===== src/rtl/logic_op_lab_if.sv =====
// Board-side bundle for logic_op_lab: keys/switches in, LEDs and sweep status out.
interface logic_op_lab_if #(
    parameter int width = 4,
    parameter int w_cnt = 16
);
    logic [3:0]       key;
    logic [width-1:0] a;
    logic [width-1:0] b;
    logic             inject_fault;
    logic [width-1:0] result;
    logic [2:0]       mode;
    logic             hold;
    logic             busy;
    logic             pass;
    logic             fail;
    logic [w_cnt-1:0] mismatch_count;

    modport master (
        output key, a, b, inject_fault,
        input  result, mode, hold, busy, pass, fail, mismatch_count
    );
    modport slave (
        input  key, a, b, inject_fault,
        output result, mode, hold, busy, pass, fail, mismatch_count
    );
endinterface


===== src/rtl/logic_op_lab.sv =====
// Bitwise-logic trainer: key-stepped operation select, operand hold, and an
// exhaustive De Morgan / gate-level XOR self-check sweep.
module logic_op_lab #(
    parameter int width           = 4,
    parameter int debounce_cycles = 50000,
    parameter int w_cnt           = 16
) (
    input  logic          clk,
    input  logic          rst,
    logic_op_lab_if.slave bus
);
    localparam int DW = (debounce_cycles > 1) ? $clog2(debounce_cycles) : 1;
    localparam int IW = 2 * width;
    localparam int CW = w_cnt + 2;
    localparam logic [w_cnt-1:0] CNT_MAX = '1;

    typedef enum logic [1:0] {S_IDLE, S_RUN, S_DONE} state_t;

    function automatic logic [width-1:0] logic_op(input logic [2:0] m,
                                                  input logic [width-1:0] x,
                                                  input logic [width-1:0] y);
        logic [width-1:0] r;
        case (m)
            3'd0:    r = x & y;
            3'd1:    r = x | y;
            3'd2:    r = x ^ y;
            3'd3:    r = ~(x & y);
            3'd4:    r = ~(x | y);
            3'd5:    r = ~(x ^ y);
            3'd6:    r = (~x & y) | (x & ~y);
            default: r = (~(x & y)) ^ (~x | ~y);
        endcase
        return r;
    endfunction

    // Assert asynchronously, release through two flops.
    logic [1:0] rst_sync_q;
    logic       rst_n_i;

    always_ff @(posedge clk or negedge rst) begin
        if (!rst) rst_sync_q <= '0;
        else      rst_sync_q <= {rst_sync_q[0], 1'b1};
    end
    assign rst_n_i = rst_sync_q[1];

    // Key path: sync -> debounce -> rising-edge pulse.
    logic [3:0]          key_s1_q, key_s2_q;
    logic [3:0]          deb_q, deb_d, deb_dly_q, press_q;
    logic [3:0][DW-1:0]  dcnt_q, dcnt_d;

    always_comb begin
        deb_d  = deb_q;
        dcnt_d = '0;
        for (int k = 0; k < 4; k++) begin
            if (key_s2_q[k] != deb_q[k]) begin
                if (dcnt_q[k] == DW'(debounce_cycles - 1)) deb_d[k] = key_s2_q[k];
                else                                       dcnt_d[k] = dcnt_q[k] + 1'b1;
            end
        end
    end

    always_ff @(posedge clk or negedge rst_n_i) begin
        if (!rst_n_i) begin
            key_s1_q  <= '0;
            key_s2_q  <= '0;
            deb_q     <= '0;
            dcnt_q    <= '0;
            deb_dly_q <= '0;
            press_q   <= '0;
        end else begin
            key_s1_q  <= bus.key;
            key_s2_q  <= key_s1_q;
            deb_q     <= deb_d;
            dcnt_q    <= dcnt_d;
            deb_dly_q <= deb_q;
            press_q   <= deb_q & ~deb_dly_q;
        end
    end

    // Operand / mode / result datapath.
    logic [width-1:0] a_s1_q, a_s2_q, b_s1_q, b_s2_q;
    logic [width-1:0] opa_q, opa_d, opb_q, opb_d, result_q, result_d;
    logic [2:0]       mode_q, mode_d;
    logic             hold_q, hold_d;

    always_comb begin
        // Result is formed from the operand-register inputs so a switch change
        // reaches the LEDs after the two sync flops plus the result flop.
        opa_d    = hold_q ? opa_q : a_s2_q;
        opb_d    = hold_q ? opb_q : b_s2_q;
        result_d = logic_op(mode_q, opa_d, opb_d);
        hold_d   = hold_q ^ press_q[2];
        mode_d   = mode_q;
        case (press_q[1:0])
            2'b01:   mode_d = mode_q + 3'd1;
            2'b10:   mode_d = mode_q - 3'd1;
            default: mode_d = mode_q;
        endcase
    end

    always_ff @(posedge clk or negedge rst_n_i) begin
        if (!rst_n_i) begin
            a_s1_q   <= '0;
            a_s2_q   <= '0;
            b_s1_q   <= '0;
            b_s2_q   <= '0;
            opa_q    <= '0;
            opb_q    <= '0;
            result_q <= '0;
            mode_q   <= '0;
            hold_q   <= 1'b0;
        end else begin
            a_s1_q   <= bus.a;
            a_s2_q   <= a_s1_q;
            b_s1_q   <= bus.b;
            b_s2_q   <= b_s1_q;
            opa_q    <= opa_d;
            opb_q    <= opb_d;
            result_q <= result_d;
            mode_q   <= mode_d;
            hold_q   <= hold_d;
        end
    end

    // Sweep engine: one {ta,tb} vector per RUN cycle.
    state_t           state_q, state_d;
    logic [IW-1:0]    idx_q, idx_d;
    logic [w_cnt-1:0] cnt_q, cnt_d, cnt_next;
    logic             busy_q, busy_d, pass_q, pass_d, fail_q, fail_d;
    logic [width-1:0] ta, tb, l1_rhs;
    logic             l1_bad, l2_bad, x_bad;
    logic [1:0]       n_err;
    logic [CW-1:0]    cnt_sum;

    always_comb begin
        ta       = idx_q[IW-1:width];
        tb       = idx_q[width-1:0];
        l1_rhs   = bus.inject_fault ? (~ta & ~tb) : (~ta | ~tb);
        l1_bad   = (~(ta & tb)) != l1_rhs;
        l2_bad   = (~(ta | tb)) != (~ta & ~tb);
        x_bad    = ((~ta & tb) | (ta & ~tb)) != (ta ^ tb);
        n_err    = {1'b0, l1_bad} + {1'b0, l2_bad} + {1'b0, x_bad};
        cnt_sum  = CW'(cnt_q) + CW'(n_err);
        cnt_next = (cnt_sum[CW-1:w_cnt] != '0) ? CNT_MAX : cnt_sum[w_cnt-1:0];

        state_d = state_q;
        idx_d   = idx_q;
        cnt_d   = cnt_q;
        busy_d  = busy_q;
        pass_d  = pass_q;
        fail_d  = fail_q;
        case (state_q)
            S_IDLE, S_DONE: begin
                if (press_q[3]) begin
                    state_d = S_RUN;
                    idx_d   = '0;
                    cnt_d   = '0;
                    busy_d  = 1'b1;
                    pass_d  = 1'b0;
                    fail_d  = 1'b0;
                end
            end
            S_RUN: begin
                cnt_d = cnt_next;
                idx_d = idx_q + 1'b1;
                if (&idx_q) begin
                    state_d = S_DONE;
                    busy_d  = 1'b0;
                    pass_d  = (cnt_next == '0);
                    fail_d  = (cnt_next != '0);
                end
            end
            default: state_d = S_IDLE;
        endcase
    end

    always_ff @(posedge clk or negedge rst_n_i) begin
        if (!rst_n_i) begin
            state_q <= S_IDLE;
            idx_q   <= '0;
            cnt_q   <= '0;
            busy_q  <= 1'b0;
            pass_q  <= 1'b0;
            fail_q  <= 1'b0;
        end else begin
            state_q <= state_d;
            idx_q   <= idx_d;
            cnt_q   <= cnt_d;
            busy_q  <= busy_d;
            pass_q  <= pass_d;
            fail_q  <= fail_d;
        end
    end

    assign bus.result         = result_q;
    assign bus.mode           = mode_q;
    assign bus.hold           = hold_q;
    assign bus.busy           = busy_q;
    assign bus.pass           = pass_q;
    assign bus.fail           = fail_q;
    assign bus.mismatch_count = cnt_q;
endmodule

===== src/flat_wrapper.sv =====
// flat-port wrapper written by rule: the top's interface ports become plain ports
module logic_op_lab_flat 
#(
    parameter int width           = 4,
    parameter int debounce_cycles = 50000,
    parameter int w_cnt           = 16
)
  (clk, rst, bus_key, bus_a, bus_b, bus_inject_fault, bus_result, bus_mode, bus_hold, bus_busy, bus_pass, bus_fail, bus_mismatch_count);
  logic_op_lab_if #(.width(width), .w_cnt(w_cnt)) bus_i ();
  input  logic clk;
  input  logic rst;
  input wire logic [$bits(bus_i.key)-1:0] bus_key;
  input wire logic [$bits(bus_i.a)-1:0] bus_a;
  input wire logic [$bits(bus_i.b)-1:0] bus_b;
  input wire logic [$bits(bus_i.inject_fault)-1:0] bus_inject_fault;
  output wire logic [$bits(bus_i.result)-1:0] bus_result;
  output wire logic [$bits(bus_i.mode)-1:0] bus_mode;
  output wire logic [$bits(bus_i.hold)-1:0] bus_hold;
  output wire logic [$bits(bus_i.busy)-1:0] bus_busy;
  output wire logic [$bits(bus_i.pass)-1:0] bus_pass;
  output wire logic [$bits(bus_i.fail)-1:0] bus_fail;
  output wire logic [$bits(bus_i.mismatch_count)-1:0] bus_mismatch_count;
  assign bus_i.key = bus_key;
  assign bus_i.a = bus_a;
  assign bus_i.b = bus_b;
  assign bus_i.inject_fault = bus_inject_fault;
  assign bus_result = bus_i.result;
  assign bus_mode = bus_i.mode;
  assign bus_hold = bus_i.hold;
  assign bus_busy = bus_i.busy;
  assign bus_pass = bus_i.pass;
  assign bus_fail = bus_i.fail;
  assign bus_mismatch_count = bus_i.mismatch_count;
  logic_op_lab #(.width(width), .debounce_cycles(debounce_cycles), .w_cnt(w_cnt)) u_core (.clk(clk), .rst(rst), .bus(bus_i));
endmodule

===== config.mk =====
export PLATFORM = sky130hd
export DESIGN_NAME = logic_op_lab_flat
export DESIGN_NICKNAME = d
export VERILOG_FILES = /design/src/rtl/logic_op_lab_if.sv /design/src/rtl/logic_op_lab.sv /design/src/flat_wrapper.sv
export SDC_FILE = /design/constraint.sdc
export NUM_CORES = 1
export LEC_CHECK = 0
export ABC_AREA = 1
export CAP_MARGIN = 0
export CORE_MARGIN = 2
export CORE_UTILIZATION = 25
export CTS_BUF_LIST = sky130_fd_sc_hd__clkbuf_4 sky130_fd_sc_hd__clkbuf_8
export DETAILED_ROUTE_END_ITERATION = 6
export GPL_ROUTABILITY_DRIVEN = 0
export PLACE_DENSITY = 0.44
export SLEW_MARGIN = 20
export SYNTH_ARGS = -nofsm -noshare
export SYNTH_HDL_FRONTEND = slang
export SYNTH_SLANG_ARGS = --single-unit

===== constraint.sdc =====
create_clock -name clk -period 4 [get_ports clk]
set_input_delay 0.8 -clock clk [delete_from_list [all_inputs] [get_ports clk]]
set_output_delay 0.8 -clock clk [all_outputs]
set_load 0.005 [all_outputs]

==> results of run 1 <==
worst max path at each step:
stage / startpoint / to / cells after the start
2_1_floorplan: u_core.rst_sync_q[1] / u_core.a_s1_q[0] / 0
3_3_place_gp: bus_inject_fault / u_core.bus.fail / 13
3_5_place_dp: bus_inject_fault / u_core.bus.fail / 13
4_1_cts: u_core.bus.hold / bus_hold / 1
5_1_grt: u_core.bus.hold / bus_hold / 1
6_report: u_core.bus.hold / bus_hold / 1
synth_stat cells (3+ instances only):
cell,instances
ha_1,22
inv_1,113
o21ai_0,35
nor4_1,10
nand2_2,5
nor2_2,10
nand2_1,134
o21ai_1,4
buf_2,4
o2111ai_1,4
nand3b_1,5
nor3_1,26
o22ai_1,10
xnor2_1,12
nand3_1,47
nor3b_1,8
nor3_2,7
nor2_1,110
nand3_2,8
o21a_1,3
clkbuf_1,3
a221oi_1,4
dfrtp_1,147
a21oi_1,29
xor2_1,21
nand4_1,18
layout make-up:
cell class              instances  area (um^2)
fillers                      3018        20000
flip-flops and latches        147         3680
multi-input cells             555         3080
well taps                     384          480
repair buffers                 47          475
inverters                     118          444
clock buffers                  19          262
clock inverters                13          150
cells by family after synthesis:
group / after synthesis
other: 1
and+or+nand+nor: 398
AOI/OAI and AO/OA: 99
adders and majority gates: 22
buffers and inverters: 125
muxes: 2
DFF: 147
xor gates and xnor gates: 33
metrics by stage:
step / area, um^2 / hold slack [ps] / instances
after floorplan: 7240 / 331 / 827
after global placement: 8140 / 334 / 1250
after detailed placement: 8140 / 337 / 1250
after CTS: 8550 / 360 / 1282
after global routing: 8580 / 269 / 1283
final: 8580 / 240 / 1283
power breakdown:
part | internal [mW] | total (mW) | switching, mW
Clock | 0.600 | 1.21 | 0.608
Sequential | 1.51 | 1.53 | 0.0198
Combinational | 0.0413 | 0.102 | 0.0612
Total | 2.15 | 2.84 | 0.689
routing by layer:
| layer | track usage | up-vias |
|---|---|---|
| li1 | - | 2829 |
| met1 | 0.148 | 2641 |
| met2 | 0.175 | 70 |
| met3 | 0.0232 | 9 |
| met4 | 0.0354 | 0 |
| met5 | 0 | - |
cell usage in the layout (no fill, tap or decap), drive strengths merged, types with 10 or more instances in the layout:
cell	n
nand3	55
nor3	33
nor2	124
xor2	21
o21ai	39
clkdlybuf4s50	41
nand2	141
o22ai	10
dfrtp	147
nor4	10
ha	22
clkbuf	19
inv	119
a21oi	29
xnor2	12
nand4	18
==> results by group, run 1 <==
Floorplanning
  • Core area: between 0.02 and 0.03 mm^2
  • Die Span Y: 174 um
  • Die X: between 150 and 200 um
  • Rows: 62
  • Initial Util: 0.253
  • Die area: around 0.030 mm^2
  • # IOs: 42

Timing
  • Hold violation count in the final report: 0
  • Min Tclk post-route: 2520 ps
  • Max Clock Freq: 0.396 GHz
  • Fin crit share: 0.631
  • Slew @ Worst Pin: 669 ps
  • Setup TNS: 0 ps
  • Setup Skew: 14.7 ps
  • # setup viols final: 0
  • Max-slew violation count: 0
  • Min setup slack post-route: 1480 ps
  • RSZ-0062 raised after global routing: false
  • Max-slew headroom: 0.549

Worst setup path
  • Sum of buffers and inverters on the critical path: 1
  • Crit path cell chain: clkdlybuf4s50_1
  • Top delay family on crit path: flip-flops
  • Reg-to-reg critical path startpoint: u_core.idx_q[2]
  • Worst setup EP type: output port
  • Reg2reg end: u_core.bus.fail
  • Worst Path Required: around 3200 ps
  • Slowest cell on crit path: dfrtp_1
  • Critical path arrival: 1720 ps
  • CP startpoint kind: flop
  • Critical path class: reg2out
  • Reg2Reg Depth: 14
  • Top fanout value on the critical path: 18
  • Flop2flop setup slack: 1660 ps
  • Crit path largest cell delay: just under 700 ps

Logic synthesis
  • Largest family of logic cells by synthesized area: simple AND/OR/NAND/NOR gates
  • Top cell type's share of synthesized area: 0.508
  • Biggest area consumer among synthesized cells: dfrtp_1
  • Largest cells by area after synthesis: dfrtp_1 (51%), nand2_1 (7.0%), inv_1 (5.9%), nor2_1 (5.7%), ha_1 (3.8%)
  • Adder-cell area share of the yosys netlist: 0.0380
  • Post-synthesis sequential area ratio: 0.508
  • Syn nets: 864
  • Ys async rst share: 1.00
  • Compound-cell area share of the yosys netlist: 0.0806
  • XOR/XNOR Fraction of Synth Area: 0.0399
  • Mean Syn Cell Area: slightly below 9 um^2
  • EDFF count, synth: 0
  • Syn. warnings: 0
  • Synth Flop Type: dfrtp_1
  • Flop and latch count out of synthesis: 147
  • Distinct cell type count after synthesis: between 40 and 50
  • Mux cell area share after synthesis: 0.00294
  • Post-Syn Area: 0.00724 mm^2
  • Post-Syn Instances: 827
  • Synth Area in Simple Gates: 0.264

Power
  • VDD IR-drop max: 0.175 mV
  • PD cells: approximately 330 mW/mm^2
  • Lkg Pwr: about 3.8 nW
  • Total power: 2.84 mW

Job
  • Max Cap Viol: 0

CTS
  • # resized after CTS: 0
  • Reg clk slew, reported paths: 90 ps
  • H-tree lvl count: 4
  • Setup bufs post-CTS: 0
  • Clk buf depth: 2
  • CTS tree: yes
  • Post-CTS Hold Buffers: 0
  • TritonCTS Buffers: 17
  • CTS root buffer: clkbuf_8
  • Clk sinks: between 100 and 150
  • Clock Latency Late Sink: about 440 ps

Drt
  • Wl on met1: 7690 um
  • Routed via count: between 5000 and 6000
  • Routed met2 length: 7310 um
  • Drt via density: 4.33
  • DRT iter0 DRCs: 376
  • # DRC: 0
  • Remaining antenna violation count: 0
  • WL per Instance: 12.1 um
  • Metal3 WL: 420 um
  • Drt pass-1 iters: 5
  • Max Used Layer: met4
  • WL final: 15600 um

Final layout
  • Area Growth Syn to Fin: 18.5%
  • Antenna diode count: 0
  • Post-layout util: 0.300
  • Final #Nets: about 900
  • Largest register FFs: 64
  • Largest Register: u_core.dcnt_q
  • Layout cells sized above 1: 0.0934

Placement
  • Half-perimeter wire length after placement: 11100 um
  • Dpl ws: around 1200 ps
  • PortBufs: 41

Status
  • Status: finished clean

Global routing
  • Global-route wire length before repair: 27400 um
  • Grt total ovfl: 0
  • Vias in the first global route: about 5600
  • Initial antenna violation count: 0
  • Largest net degree at the start of global routing: 79
  • Tot GR Track Use: 0.109

Worst hold path
  • Hold Path Class: reg2async
No activity file was read; power rests on OpenSTA's default activity.
==> inputs of run 2 (changes only) <==
--- a/config.mk
+++ b/config.mk
@@ -12,7 +12,7 @@
 export CTS_BUF_LIST = sky130_fd_sc_hd__clkbuf_4 sky130_fd_sc_hd__clkbuf_8
 export DETAILED_ROUTE_END_ITERATION = 6
 export GPL_ROUTABILITY_DRIVEN = 0
-export PLACE_DENSITY = 0.44
+export PLACE_DENSITY = 0.43
 export SLEW_MARGIN = 20
 export SYNTH_ARGS = -nofsm -noshare
 export SYNTH_HDL_FRONTEND = slang
==> constraint.sdc (replaced) <==
create_clock -name clk -period 2.4 [get_ports clk]
set_input_delay 0.48 -clock clk [delete_from_list [all_inputs] [get_ports clk]]
set_output_delay 0.48 -clock clk [all_outputs]
set_load 0.005 [all_outputs]
==> run 2 against run 1 <==
Worst setup slack worse by 1300 ps; first-iteration DRC count is 21% lower; power is 74% higher; combinational power is 62% higher; sequential share of layout area is 0.68 points lower; cell count is 0.62% higher; die area stayed put; register-to-register slack worse by 1500 ps.
==> results by group, run 2 (synthesis gave the netlist of run 1 again) <==
Worst setup path
  • Critical path arrival: 2590 ps (+870 ps)
  • Worst Path Required: 2740 ps (-460 ps)
  • Worst setup EP type: flop
  • CP startpoint kind: flop
  • Crit path largest cell delay: 440 ps (-240 ps)
  • Sum of buffers and inverters on the critical path: 2 (+1)
  • Slowest cell on crit path: dfrtp_1
  • Top fanout value on the critical path: 7 (-11)
  • Top delay family on crit path: simple AND/OR/NAND/NOR gates
  • Critical path class: reg2reg
  • Crit path cell chain: xnor2_1 -> nand3_1 -> o21a_1 -> ha_2 -> nand2_4 -> nor2_8 -> nand2_8 -> clkinv_2 -> nand2_4 -> nand3_1 -> nor3_2 -> nand3_2 -> nand2_2 -> inv_1

Timing
  • Max Clock Freq: 0.446 GHz
  • Max-slew headroom: 0.624 (+0.0748)
  • Hold violation count in the final report: 0 (unchanged)
  • Worst hold slack: 183 ps (-56.9 ps)
  • Min Tclk post-route: between 2000 and 2500 ps
  • Setup Skew: 23.2 ps (+8.44 ps)
  • Max-slew violation count: 0 (unchanged)
  • Fin crit share: 0.935
  • Slew @ Worst Pin: 564 ps (-105 ps)
  • # setup viols final: 0 (unchanged)
  • Setup TNS: 0 ps (unchanged)

Status
  • Status: finished clean

Final layout
  • Post-layout util: 0.304 (+0.00485)
  • Antenna diode count: 0 (unchanged)
  • Finished Cell Area: 0.00872 mm^2 (+1.6%)
  • Most frequent cells in the layout: dfrtp_1 (146), nand2_1 (132), inv_1 (113)
  • Area Growth Syn to Fin: 20.4%
  • Layout cells sized above 1: 0.110 (+0.0168)
  • Largest register FFs: 64 (unchanged)
  • Final #Nets: 931 (+0.87%)
  • Leading cell type in the layout, fill and taps excluded: dfrtp_1
  • Largest Register: u_core.dcnt_q

Drt
  • # DRC: 0 (unchanged)
  • Routed via count: 5606 (+1.0%)
  • WL per Instance: 12.1 um (-0.25%)
  • Remaining antenna violation count: 0 (unchanged)
  • Drt via density: 4.34 (+0.40%)
  • WL final: 15600 um (+0.37%)
  • DRT iter0 DRCs: 297 (-21%)
  • Drt pass-1 iters: 5 (unchanged)

Global routing
  • Vias in the first global route: 5618 (+0.071%)
  • Global-route wire length before repair: 27600 um (+0.73%)
  • Largest net degree at the start of global routing: 47 (-41%)
  • Grt total ovfl: 0 (unchanged)
  • Initial antenna violation count: 0 (unchanged)
  • Tot GR Track Use: 0.111 (+0.00113)

Placement
  • Placed instance area: 0.00821 mm^2 (+0.89%)
  • PortBufs: 41 (unchanged)
  • Half-perimeter wire length after placement: 11300 um (+1.8%)

Job
  • Max Cap Viol: 0 (unchanged)

CTS
  • Clk sinks: 147 (unchanged)
  • Reg clk slew, reported paths: 90 ps (about the same)
  • Clock Latency Late Sink: 450 ps (about the same)
  • Post-CTS Hold Buffers: 0 (unchanged)
  • TritonCTS Buffers: 17 (unchanged)
  • Clk buf depth: 2 (unchanged)
  • CTS tree: yes
  • CTS root buffer: clkbuf_8
  • H-tree lvl count: 4 (unchanged)

Floorplanning
  • Die Span Y: 174 um (unchanged)
  • Die area: 0.0303 mm^2 (unchanged)
  • # IOs: 42 (unchanged)
  • Die X: 174 um (unchanged)
  • Rows: 62 (unchanged)
  • Core area: 0.0286 mm^2 (unchanged)
  • Initial Util: 0.253 (unchanged)

Power
  • PD cells: 567 mW/mm^2 (+71%)
  • Lkg Pwr: 3.87 nW (+1.5%)
  • Total power: 4.95 mW (+74%)
  • VDD IR-drop max: 0.311 mV (+77%)

Worst hold path
  • Hold Path Class: in2async
==> run 2: changes by cell type in the layout (fill, tap and decap cells not counted), sizes merged <==
cell      previous run  this run
clkinvlp             1         2
clkinv               9         6
bufinv               2         4
buf                  6        14
==> run 2: area by class of cell <==
| class | count | area (um^2) |
|---|---|---|
| Timing Repair Buffer | 55 | 528 |
| Tap cell | 384 | 480 |
| Fill cell | 2990 | 19900 |
| Inverter | 118 | 444 |
| Sequential cell | 147 | 3680 |
| Multi-Input combinational cell | 555 | 3120 |
| Clock inverter | 13 | 195 |
| Clock buffer | 19 | 262 |
==> run 2: final timing paths <==
kind	start	end	slack [ps]	cells past startpoint
max reg2reg	u_core.idx_q[5]	u_core.bus.fail	160	14
max in group asynchronous	u_core.rst_sync_q[1]	u_core.key_s1_q[1]	1340	1
max	u_core.idx_q[5]	u_core.bus.fail	160	14
min	rst	u_core.rst_sync_q[1]	180	1
min reg2reg	u_core.rst_sync_q[1]	u_core.dcnt_q[0]	320	0
min in group clk	u_core.key_s1_q[0]	u_core.key_s2_q[0]	350	0
==> run 2: timing repair <==
action,CTS,global route
gates resized for setup,0,10
setup endpoints to repair,0,2
setup buffers,0,1
==> run 2: stage by stage <==
stage,setup WS (ps),std cells
2_1_floorplan,309,827
3_3_place_gp,-43.5,1258
3_5_place_dp,-51.8,1258
4_1_cts,36.2,1290
5_1_grt,-21.5,1291
6_report,156,1291
==> run 2: routing by layer <==
metal	track usage	routed length (um)	vias up
met2	0.172	7030	75
met4	0.0368	188	0
met3	0.0276	507	12
met5	0	0	-
li1	-	-	2842
met1	0.150	7900	2677
==> run 2: power breakdown <==
group	switching, mW	internal [mW]
Sequential	0.0385	2.52
Clock	1.01	1.21
Combinational	0.0972	0.0677
